[src/rtl/dma_mem_arbiter.sv]
// dma_mem_arbiter
//   Shares one 32-bit Avalon-MM memory slave port (burstcount 1, all byte
//   lanes enabled) between two word-access requesters. Port 0 is the HPS disk
//   DMA path and port 1 is a secondary loader/debug requester.
//
//   Each requester sends a single-cycle rd or wr pulse and then watches its
//   busy flag, the same handshake as ioctl_wait. The block latches the
//   command, arbitrates round-robin, runs the Avalon handshake, returns the
//   read data and aborts reads that never see readdatavalid.
//
// Ports
//   clk_sys, reset_n            clock, asynchronous active-low reset
//   reqN_rd / reqN_wr           command pulses (rd wins if both are high)
//   reqN_addr / reqN_wdata      byte address and write data, sampled with the pulse
//   reqN_rdata                  read data, valid when busy falls after a read
//   reqN_busy                   command in progress; pulses are dropped while high
//   avm_*                       Avalon-MM master side, one transaction at a time
//   err / err_clr               sticky read-timeout flag and its clear
module dma_mem_arbiter #(
  parameter int TIMEOUT = 4096
) (
  input  logic        clk_sys,
  input  logic        reset_n,
  input  logic        req0_rd,
  input  logic        req0_wr,
  input  logic [31:0] req0_addr,
  input  logic [31:0] req0_wdata,
  output logic [31:0] req0_rdata,
  output logic        req0_busy,
  input  logic        req1_rd,
  input  logic        req1_wr,
  input  logic [31:0] req1_addr,
  input  logic [31:0] req1_wdata,
  output logic [31:0] req1_rdata,
  output logic        req1_busy,
  output logic [31:0] avm_address,
  output logic        avm_read,
  output logic        avm_write,
  output logic [31:0] avm_writedata,
  input  logic        avm_waitrequest,
  input  logic [31:0] avm_readdata,
  input  logic        avm_readdatavalid,
  output logic        err,
  input  logic        err_clr
);

  typedef enum logic [1:0] {
    S_IDLE    = 2'd0,
    S_ISSUE   = 2'd1,
    S_WAIT_RD = 2'd2
  } state_t;

  localparam logic [15:0] CNT_LAST = 16'(TIMEOUT - 1);

  state_t           r_state, w_state_nxt;
  logic [1:0]       r_pend, w_pend_nxt;
  logic [1:0]       r_busy, w_busy_nxt;
  logic [1:0]       r_op_rd;
  logic [1:0][31:0] r_addr, r_wdata;
  logic [1:0][31:0] r_rdata, w_rdata_nxt;
  logic             r_last_grant, w_last_grant_nxt;
  logic             r_gnt, w_gnt_nxt;
  logic [15:0]      r_cnt, w_cnt_nxt;
  logic             r_err, w_err_nxt;
  logic             r_avm_read, w_avm_read_nxt;
  logic             r_avm_write, w_avm_write_nxt;
  logic [31:0]      r_avm_address, w_avm_address_nxt;
  logic [31:0]      r_avm_writedata, w_avm_writedata_nxt;

  logic [1:0]       w_cap;
  logic             w_gnt_any;
  logic             w_gnt_sel;
  logic             w_timeout_hit;

  // A pulse is only accepted while its port is idle; anything else is dropped.
  assign w_cap[0] = (req0_rd | req0_wr) & ~r_busy[0];
  assign w_cap[1] = (req1_rd | req1_wr) & ~r_busy[1];

  // Both pending: take the port that did not win last time. One pending: take it.
  assign w_gnt_any     = |r_pend;
  assign w_gnt_sel     = (&r_pend) ? ~r_last_grant : r_pend[1];
  assign w_timeout_hit = (r_cnt == CNT_LAST);

  // Command latches
  always_ff @(posedge clk_sys or negedge reset_n) begin
    if (!reset_n) begin
      r_addr  <= '0;
      r_wdata <= '0;
      r_op_rd <= '0;
    end else begin
      if (w_cap[0]) begin
        r_addr[0]  <= req0_addr;
        r_wdata[0] <= req0_wdata;
        r_op_rd[0] <= req0_rd;
      end
      if (w_cap[1]) begin
        r_addr[1]  <= req1_addr;
        r_wdata[1] <= req1_wdata;
        r_op_rd[1] <= req1_rd;
      end
    end
  end

  // State and registered outputs
  always_ff @(posedge clk_sys or negedge reset_n) begin
    if (!reset_n) begin
      r_state         <= S_IDLE;
      r_pend          <= '0;
      r_busy          <= '0;
      r_rdata         <= '0;
      r_last_grant    <= 1'b1;
      r_gnt           <= 1'b0;
      r_cnt           <= '0;
      r_err           <= 1'b0;
      r_avm_read      <= 1'b0;
      r_avm_write     <= 1'b0;
      r_avm_address   <= '0;
      r_avm_writedata <= '0;
    end else begin
      r_state         <= w_state_nxt;
      r_pend          <= w_pend_nxt;
      r_busy          <= w_busy_nxt;
      r_rdata         <= w_rdata_nxt;
      r_last_grant    <= w_last_grant_nxt;
      r_gnt           <= w_gnt_nxt;
      r_cnt           <= w_cnt_nxt;
      r_err           <= w_err_nxt;
      r_avm_read      <= w_avm_read_nxt;
      r_avm_write     <= w_avm_write_nxt;
      r_avm_address   <= w_avm_address_nxt;
      r_avm_writedata <= w_avm_writedata_nxt;
    end
  end

  always_comb begin
    w_state_nxt         = r_state;
    w_pend_nxt          = r_pend | w_cap;
    w_busy_nxt          = r_busy | w_cap;
    w_rdata_nxt         = r_rdata;
    w_last_grant_nxt    = r_last_grant;
    w_gnt_nxt           = r_gnt;
    w_cnt_nxt           = r_cnt;
    w_err_nxt           = r_err & ~err_clr;
    w_avm_read_nxt      = r_avm_read;
    w_avm_write_nxt     = r_avm_write;
    w_avm_address_nxt   = r_avm_address;
    w_avm_writedata_nxt = r_avm_writedata;

    case (r_state)
      S_IDLE: begin
        // Pending is a registered flag, so a fresh capture waits one edge.
        if (w_gnt_any) begin
          w_gnt_nxt             = w_gnt_sel;
          w_last_grant_nxt      = w_gnt_sel;
          w_pend_nxt[w_gnt_sel] = 1'b0;
          w_avm_address_nxt     = r_addr[w_gnt_sel];
          w_avm_writedata_nxt   = r_wdata[w_gnt_sel];
          w_avm_read_nxt        = r_op_rd[w_gnt_sel];
          w_avm_write_nxt       = ~r_op_rd[w_gnt_sel];
          w_state_nxt           = S_ISSUE;
        end
      end

      S_ISSUE: begin
        if (!avm_waitrequest) begin
          w_avm_read_nxt  = 1'b0;
          w_avm_write_nxt = 1'b0;
          if (r_avm_read) begin
            w_cnt_nxt   = '0;
            w_state_nxt = S_WAIT_RD;
          end else begin
            w_busy_nxt[r_gnt] = 1'b0;
            w_state_nxt       = S_IDLE;
          end
        end
      end

      S_WAIT_RD: begin
        w_cnt_nxt = r_cnt + 16'd1;
        // Valid beats the timeout when both land on the same edge.
        if (avm_readdatavalid) begin
          w_rdata_nxt[r_gnt] = avm_readdata;
          w_busy_nxt[r_gnt]  = 1'b0;
          w_state_nxt        = S_IDLE;
        end else if (w_timeout_hit) begin
          w_rdata_nxt[r_gnt] = 32'hFFFF_FFFF;
          w_busy_nxt[r_gnt]  = 1'b0;
          w_err_nxt          = 1'b1;
          w_state_nxt        = S_IDLE;
        end
      end

      default: begin
        w_state_nxt = S_IDLE;
      end
    endcase
  end

  assign req0_rdata    = r_rdata[0];
  assign req1_rdata    = r_rdata[1];
  assign req0_busy     = r_busy[0];
  assign req1_busy     = r_busy[1];
  assign avm_address   = r_avm_address;
  assign avm_read      = r_avm_read;
  assign avm_write     = r_avm_write;
  assign avm_writedata = r_avm_writedata;
  assign err           = r_err;

endmodule

[config.mk]
export PLATFORM = sky130hd
export DESIGN_NAME = dma_mem_arbiter
export DESIGN_NICKNAME = d
export VERILOG_FILES = /design/src/rtl/dma_mem_arbiter.sv
export SDC_FILE = /design/constraint.sdc
export NUM_CORES = 1
export LEC_CHECK = 0
export CAP_MARGIN = 25
export CORE_MARGIN = 2
export CORE_UTILIZATION = 45
export DETAILED_ROUTE_END_ITERATION = 7
export PLACE_DENSITY = 0.78
export SLEW_MARGIN = 10
export SYNTH_ARGS = -nofsm -noshare
export SYNTH_HDL_FRONTEND = slang
export SYNTH_SLANG_ARGS = --single-unit
[constraint.sdc]
create_clock -name clk_sys -period 5.4 [get_ports clk_sys]
set_clock_uncertainty 0.05 [all_clocks]
set_input_delay 0.81 -clock clk_sys [delete_from_list [all_inputs] [get_ports clk_sys]]
set_output_delay 0.81 -clock clk_sys [all_outputs]
set_load 0.03 [all_outputs]
## Word-level counts from Yosys, hierarchy flattened

Cells that the tools add are included.

- Register bits after elaboration: 285
- Output and inout bits: 133
- Logic and storage cells: 101

- Add/sub/neg operators: 1
- Order comparisons: 4
- Equal/unequal tests: 7
- Muxes and demuxes: 40
- Bitwise operators: 17
- Reduce and logical (&&, ||, !) cells: 13

Operators with widths:

| operator | count |
|---|---|
| $mux W32 | 5 |
| $mux W64 | 2 |
| $bwmux W64 | 1 |
| $or A64 B64 Y64 | 1 |
| $demux W32 S1 | 1 |
| $mux W16 | 2 |
| $pmux W16 S2 | 1 |
| $mux W2 | 11 |
| $add A16 B1 Y16 const B | 1 |
| $eq A16 B12 Y1 const B | 1 |
| $mux W1 | 11 |
| $reduce_and A3 Y1 | 3 |
| $ne A2 B2 Y1 const B | 3 |
| $pmux W2 S3 | 1 |
| $reduce_and A2 Y1 | 3 |
| $reduce_bool A2 Y1 | 3 |
| $not A1 Y1 | 5 |
| $and A2 B2 Y2 | 2 |
| $lt A1 B2 Y1 const B | 2 |
| $not A2 Y2 | 2 |
| $or A2 B2 Y2 | 2 |
| $pmux W1 S2 | 2 |
| $pmux W2 S2 | 1 |
| $and A1 B1 Y1 | 3 |
| other kinds (9) | 13 |

## Logic depth before layout (Yosys ltp)

Gate-level depths: netlist of the first run.

- Depth in word-level cells: 10
- Depth in mapped cells: 7
- Depth with buffers taken out: 6

## Least setup slack after synthesis of the first run

OpenSTA, ideal clock, no wires.

- Kind: input to register
- Start point: input req0_wr
- End point: register r_wdata[1] (netlist bit)
- Setup time: 125 ps
- Arrival: 2,020 ps
- Data required time: 5,225 ps
- Setup slack: 3,206 ps
- Cell stages on the path: 4
- Cell sequence: o21bai_1 -> clkbuf_1 -> clkbuf_1 -> mux2_2

- Cells in the longest elaborated chain, start to end: 2

Ends and longest elaborated chain:

| element | RTL line | text |
|---|---|---|
| start: declaration | 25 | `input logic req0_wr,` |
| $or A1 B1 Y1 | 76 | `assign w_cap[0] = (req0_rd \| req0_wr) & ~r_busy[0];` |
| $and A1 B1 Y1 | 76 |  |
| end: declaration | 59 | `logic [1:0][31:0] r_addr, r_wdata;` |

No other way between the ends.
A chain may end at the register's enable or synchronous reset.

## Worst setup path in the final report of the first run

- Start point: register r_pend[1]
- End point: register r_avm_writedata[8], in the netlist avm_writedata[8]

- Cells in the longest elaborated chain, start to end: 4

Ends and longest elaborated chain:

| element | RTL line | text |
|---|---|---|
| start: declaration | 56 | `logic [1:0] r_pend, w_pend_nxt;` |
| start signal: assignment | 121 | `r_pend <= w_pend_nxt;` |
| $reduce_and A2 Y1 | 81 | `assign w_gnt_sel = (&r_pend) ? ~r_last_grant : r_pend[1];` |
| $mux W1 | 81 |  |
| $mux W32 (implied by the code) (2 in series) | 157 | `w_avm_writedata_nxt = r_wdata[w_gnt_sel];` |
| end signal: assignment | 131 | `r_avm_writedata <= w_avm_writedata_nxt;` |
| end: declaration | 68 | `logic [31:0] r_avm_writedata, w_avm_writedata_nxt;` |

Several ways; a longest one is shown, not always the timed one. The select of a mux whose other input is x is not followed.

==> results of run 1 <==
==> cell type report <==
| class | instances | area (µm²) | share of cell area |
|---|---|---|---|
| Timing Repair Buffer | 313 | 3146 | 0.1958 |
| Sequential cell | 285 | 7133 | 0.4441 |
| Clock inverter | 8 | 96.34 | 0.005998 |
| Clock buffer | 44 | 904.6 | 0.05632 |
| Multi-Input combinational cell | 411 | 4104 | 0.2555 |
| Inverter | 69 | 259.0 | 0.01613 |
| Tap cell | 335 | 419.2 | 0.02610 |
==> cells in the mapped netlist (2+ instances only) <==
cell type  count
xnor2_1        2
inv_1         69
or3_1          2
a21oi_1       12
a2bb2oi_2     60
o21bai_1       3
o21ai_0       15
a222oi_1      62
nand4_1        3
mux2i_1        3
buf_1          5
or3_2          2
dfrtp_1      284
a211oi_1       2
nor2_1         7
o21a_4         2
nand3_1        6
a2bb2oi_1      4
or4_1          5
nor2b_1       35
a21o_1         5
buf_12         6
o21a_1         2
nand2_1       11
o31ai_1        6
clkbuf_1      32
and2_1         4
ha_1           4
nor3_1         2
o41ai_1        2
mux2_2       131
nand2b_1       3
buf_2         12
==> power groups by stage <==
stage | Combinational, mW | Sequential, mW | Clock, mW
after global placement | 4.78 | 3.89 | 0
after CTS | 4.93 | 3.92 | 2.12
after detailed placement | 4.92 | 3.94 | 0
after floorplan | 2.23 | 4.74 | 0
final | 4.89 | 3.93 | 2.07
after global routing | 5.23 | 4.06 | 2.22
==> kinds of logic (layout without fill, tap and decap cells) <==
logic type / count (synthesis) / in the layout / share of synthesized area
flip-flops: 285 / 285 / 0.6064
AO/OA/AOI/OAI: 182 / 182 / 0.1643
multiplexers: 134 / 134 / 0.1280
buffers and inverters: 124 / 434 / 0.04914
AND/OR/NAND/NOR: 88 / 88 / 0.04574
adder cells (fa/ha/maj): 4 / 4 / 0.004255
XOR/XNOR: 3 / 3 / 0.002234
==> flip-flops by register name, indices dropped and copies added (netlist names), 16 cells and up <==
signal	flops
req0_rdata	32
r_wdata	64
r_addr	64
r_cnt	16
avm_writedata	32
req1_rdata	32
avm_address	32
==> metal layers <==
metal  share of wire  track usage  vias to the layer above
li1                -            -                     3617
met1            0.41       0.2857                     4211
met2            0.48       0.3583                      316
met3           0.094      0.07407                       51
met4           0.019      0.05180                        6
met5         0.00099            0                        -
==> stage by stage <==
step	hold WS, ns	power (mW)
2_1_floorplan	0.4004	6.970
4_1_cts	0.3041	10.97
6_report	0.2326	10.89
5_1_grt	0.3196	11.51
3_3_place_gp	0.4079	8.677
3_5_place_dp	0.4154	8.860
==> worst paths after layout <==
kind | end | from | depth (start not counted) | slack, ns
max reg2reg | avm_writedata[8]$_DFFE_PN0P_ | r_pend[1]$_DFF_PN0_ | 5 | 2.67
min in group clk_sys | avm_writedata[19]$_DFFE_PN0P_ | r_wdata[51]$_DFFE_PN0P_ | 2 | 0.43
min reg2reg | avm_writedata[19]$_DFFE_PN0P_ | r_wdata[51]$_DFFE_PN0P_ | 2 | 0.43
max | avm_writedata[8]$_DFFE_PN0P_ | r_pend[1]$_DFF_PN0_ | 5 | 2.67
min | r_cnt[4]$_DFFE_PN0P_ | reset_n | 1 | 0.23
max in group asynchronous | avm_writedata[23]$_DFFE_PN0P_ | reset_n | 2 | 3.88
==> impl_metrics.csv, run 1 <==
group,metric,value,unit
cts,htreeDepth,1,
cells_and_area,final_area,0.01606,mm²
power,power_leakage,6.892,nW
power,vdd_ir_drop_max,0.3727,mV
logic_synthesis,ys_warn_count,0,
logic_synthesis,synth_ff_type,"dfrtp_1",
logic_synthesis,yosysSeqAreaShare,0.6064,
logic_synthesis,synth-edff-count,0,
sta,hold_violations,0,
routing,vias,8201,
worst_setup_path,crit_chain,"a21boi_1 -> and2_2 -> buf_4 -> a222oi_1 -> inv_1",
sta,finalSetupTns,0,ns
routing,detail-route-antenna-nets,0,
sta,fin_ws,2.668,ns
logic_synthesis,yosysTopAreaCell,"dfrtp_1",
place,port_buffers,301,
worst_setup_path,critical_path_class,"flip-flop to flip-flop",
floorplan,start_util,0.4553,
floorplan,rows,59,
power,combinationalPowerShare,0.449,
worst_setup_path,cp_top_family,"simple AND/OR/NAND/NOR gates",
floorplan,dieWidth,165.7,µm
cts,cts.repair.resized,0,
worst_setup_path,cp_max_fo,34,
place,dp_hpwl,19670,µm
sta,worstMarginPinSlew,0.9981,ns
power,pwr-share-clk,0.190,
sta,min_period,2.732,ns
worst_setup_path,critPathLaunchType,"flip-flop",
cts,post-cts-setup-buffer-count,0,
routing,drc,11,
place,post-place-cells,1411,
worst_setup_path,crit_required,5.82,ns
logic_synthesis,yosysUniqueCellTypes,50,
sta,fin_crit_sh,0.5059,
routing,drt_iter0_markers,703,
grt,track_usage,0.2197,
logic_synthesis,synth_area,0.01176,mm²
sta,fmax,366.1,MHz
run_status,status,"complete, but fails checks",
cells_and_area,post-route-util,0.6216,
cells_and_area,nets,1283,
place,placed_area,0.01502,mm²
power,seqPwrFrac,0.361,
logic_synthesis,postSynthCellCount,820,
floorplan,coreArea,0.02584,mm²
logic_synthesis,avgSynthCellArea,14.35,µm²
floorplan,io_pins,302,
cts,hold_buffers,0,
cells_and_area,final_cell_mix,"300 x clkdlybuf4s50_1, 284 x dfrtp_1, 131 x mux2_2",
grt,grt_max_degree,123,
cts,cts_buffers,30,
run_status,violations,"design-rule violations",
grt,grt_antenna_before_repair,3,
grt,gr-total-overflow,0,
cts,clkSinkCount,285,
place,gp_congestion,0.8089,
power,powerDensity,678.1,mW/mm²
grt,grt_pass1_vias,8609,
routing,drt_wl_total,30200,µm
worst_setup_path,cp.arrival,3.15,ns
floorplan,die_area,0.02745,mm²
worst_setup_path,cp_num_buf_inv,2,
routing,wl_per_cell,20.62,µm
worst_setup_path,end_kind,"flip-flop",
logic_synthesis,yosysTopAreaCellShare,0.6041,
sta,report.final.slew_viol_count,0,
grt,grt_pass1_wl,49000,µm
sta,setup_viol,0,
cells_and_area,fillers,1969,
power,p_int,6.813,mW
place,dp_worst_setup_slack,2.150,ns
cts,cts_buffer_depth,3,
sta,rsz0062_at_grt,"no",
logic_synthesis,yosys_register_bits,285,
cells_and_area,diodes,0,
cts,root_buffer,"clkbuf_16",
cts,cts.clk_slew.worst_paths,0.06,ns
floorplan,die_y,165.7,µm
worst_setup_path,slowest_delay,0.78,ns
power,netSwitchingFraction,0.3744,
cells_and_area,area_growth_syn_to_layout,36.54,%
logic_synthesis,synth_area_leaders,"dfrtp_1 60%, mux2_2 13%, a2bb2oi_2 7.7%",
sta,maxSlewHeadroom,0.3346,
cells_and_area,drive_gt1_frac,0.2354,
cells_and_area,fin_cells,1465,
routing,dr.pass1.iters,8,
cts,clkLatencyLatePin,0.54,ns
routing,viasPerCell,5.598,
job,cap_violations,0,
logic_synthesis,synth_nets,993,
worst_setup_path,critPathSlowestCell,"and2_2",
hold_path,min_path_type,"input pin to asynchronous set/reset pin",
cells_and_area,mostFrequentLayoutCell,"clkdlybuf4s50_1",
logic_synthesis,ys_async_sr_fraction,1.000,
cts,cts_tree,"done",
power,netSwitchingPower,4.078,mW
No activity file was read; power rests on OpenSTA's default activity.
==> run 2: changes to the inputs <==
CORE_UTILIZATION = 44   (was 45)
PLACE_DENSITY = 0.8   (was 0.78)
clock period = 2.25 ns   (was 5.4 ns; I/O delays follow)
==> run 2 against run 1 <==
The run still ends with design-rule violations left. Critical path type is now flip-flop to output port. Die area increased by 2.2%. Core utilization increased by 0.24 points. Highest routed layer is now met4. Sequential power increased by 140%. Final cell count increased by 1.6%. Global-route usage decreased by 0.59 points. Register-to-register slack got worse by 2.5 ns.
==> impl_metrics.csv, run 2 (synthesis results as in run 1) <==
group,metric,value,unit
run_status,status,"complete, but fails checks",
run_status,violations,"design-rule violations",
sta,fin_crit_sh,0.9594,
cells_and_area,fillers,1980,
cts,cts_buffers,29,
job,cap_violations,0,
grt,gr-total-overflow,0,
cells_and_area,mostFrequentLayoutCell,"clkdlybuf4s50_1",
cells_and_area,multi_input_area,0.004104,mm²
place,post-place-cells,1431,
worst_setup_path,critPathLaunchType,"flip-flop",
worst_setup_path,end_kind,"output port",
cells_and_area,area_growth_syn_to_layout,38.62,%
sta,min_period,2.159,ns
place,dp_hpwl,20210,µm
sta,rsz0062_at_grt,"no",
cts,htreeDepth,1,
sta,worstMarginPinSlew,0.7946,ns
cells_and_area,fin_cells,1488,
worst_setup_path,slowest_delay,0.75,ns
worst_setup_path,r2r_start,"r_cnt[12]$_DFFE_PN0P_",
worst_setup_path,crit_chain,"clkdlybuf4s50_1",
cts,post-cts-setup-buffer-count,0,
power,power_leakage,7.005,nW
floorplan,die_area,0.02806,mm²
floorplan,dieWidth,167.5,µm
grt,grt_max_degree,83,
grt,grt_antenna_before_repair,1,
routing,detail-route-antenna-nets,0,
floorplan,die_y,167.5,µm
place,port_buffers,301,
cts,root_buffer,"clkbuf_16",
cts,cts_buffer_depth,3,
cts,cts_tree,"done",
routing,viasPerCell,5.531,
worst_setup_path,startpoint,"avm_read$_DFFE_PN0P_",
power,powerDensity,1613,mW/mm²
worst_setup_path,cp_num_buf_inv,1,
grt,grt_pass1_wl,48180,µm
sta,fmax,463.2,MHz
worst_setup_path,cp.arrival,1.77,ns
floorplan,io_pins,302,
routing,wl_per_cell,20.20,µm
worst_setup_path,critPathSlowestCell,"clkdlybuf4s50_1",
routing,drt_wl_total,30060,µm
cells_and_area,final_cell_mix,"300 x clkdlybuf4s50_1, 284 x dfrtp_1, 131 x mux2_2",
sta,setup_viol,0,
cts,cts.clk_slew.worst_paths,0.06,ns
floorplan,rows,59,
power,power,26.31,mW
floorplan,coreArea,0.02613,mm²
cells_and_area,nets,1301,
grt,track_usage,0.2138,
worst_setup_path,cp_max_fo,6,
routing,drt_iter0_markers,843,
worst_setup_path,cp_top_family,"buffers and inverters",
cells_and_area,drive_gt1_frac,0.2476,
cts,clkLatencyLatePin,0.55,ns
sta,report.final.slew_viol_count,0,
cells_and_area,final-seq-area,0.007133,mm²
place,gp_congestion,0.8534,
cts,clkSinkCount,285,
cells_and_area,reg_top3,"r_addr x64, r_wdata x64",
floorplan,start_util,0.4502,
sta,hold_violations,0,
power,vdd_ir_drop_max,1.263,mV
worst_setup_path,crit_required,1.86,ns
sta,finalSetupTns,0,ns
worst_setup_path,critical_path_class,"flip-flop to output port",
routing,dr.pass1.iters,8,
grt,grt_pass1_vias,8672,
hold_path,min_path_type,"input pin to asynchronous set/reset pin",
sta,maxSlewHeadroom,0.4683,
routing,vias,8230,
routing,drc,50,
## run 2: cell count changes in the layout (fill, tap and decap cells not counted)
cell and delta:
clkbuf_1 +1, clkinv_2 +2, clkbuf_16 -2, clkinv_4 -1, diode_2 +2, clkbuf_8 -2, buf_12 +10, buf_4 +8
inv_16 +1, clkinvlp_4 +3, dlygate4sd3_1 +1
## run 2: final timing paths
check                                                end  slack [ns]  cells past startpoint
max                                             avm_read        0.09                      1
min                           req0_rdata[26]$_DFFE_PN0P_        0.27                      2
max reg2reg                   req1_rdata[19]$_DFFE_PN0P_        0.19                      5
min reg2reg                avm_writedata[15]$_DFFE_PN0P_        0.43                      2
max in group asynchronous         r_addr[53]$_DFFE_PN0P_        1.09                      3
min in group clk_sys             r_wdata[20]$_DFFE_PN0P_        0.34                      2
## run 2: final cells by class
| class | count | share of cell area |
|---|---|---|
| Antenna cell | 2 | 0.0003069 |
| Clock buffer | 41 | 0.05095 |
| Clock inverter | 13 | 0.008594 |
| Inverter | 69 | 0.01588 |
| Multi-Input combinational cell | 411 | 0.2517 |
| Sequential cell | 285 | 0.4374 |
| Tap cell | 335 | 0.02570 |
| Timing Repair Buffer | 332 | 0.2095 |
## run 2: repair_timing
action,in CTS,in global routing
hold buffers,1,0
gates resized for setup,0,0
hold endpoints to repair,49,0
## run 2: metal layers
layer | share of wire | up-vias | GRT usage
met4 | 0.023 | 0 | 0.05822
met5 | 0 | - | 0
met3 | 0.10 | 55 | 0.07091
met2 | 0.48 | 344 | 0.3500
li1 | - | 3670 | -
met1 | 0.40 | 4161 | 0.2744
## run 2: report_power, final
group	switching [mW]	leakage, nW	internal [mW]	total, mW
Sequential	1.69	3.44	7.76	9.45
Combinational	6.19	3.10	5.86	12.0
Clock	2.00	0.470	2.81	4.81
## run 2: stage by stage
stage | worst slack, ns | hold WS (ns) | cell area, µm² | utilization
after floorplan | 0.3502 | -0.008091 | 11760 | -
after global placement | 0.1747 | 0.2443 | 15320 | 0.5863
after detailed placement | 0.1017 | 0.2494 | 15320 | 0.5863
after CTS | 0.07167 | 0.2534 | 16300 | 0.6238
after global routing | 0.04987 | 0.2817 | 16300 | 0.6238
final | 0.09125 | 0.2652 | 16310 | 0.6240
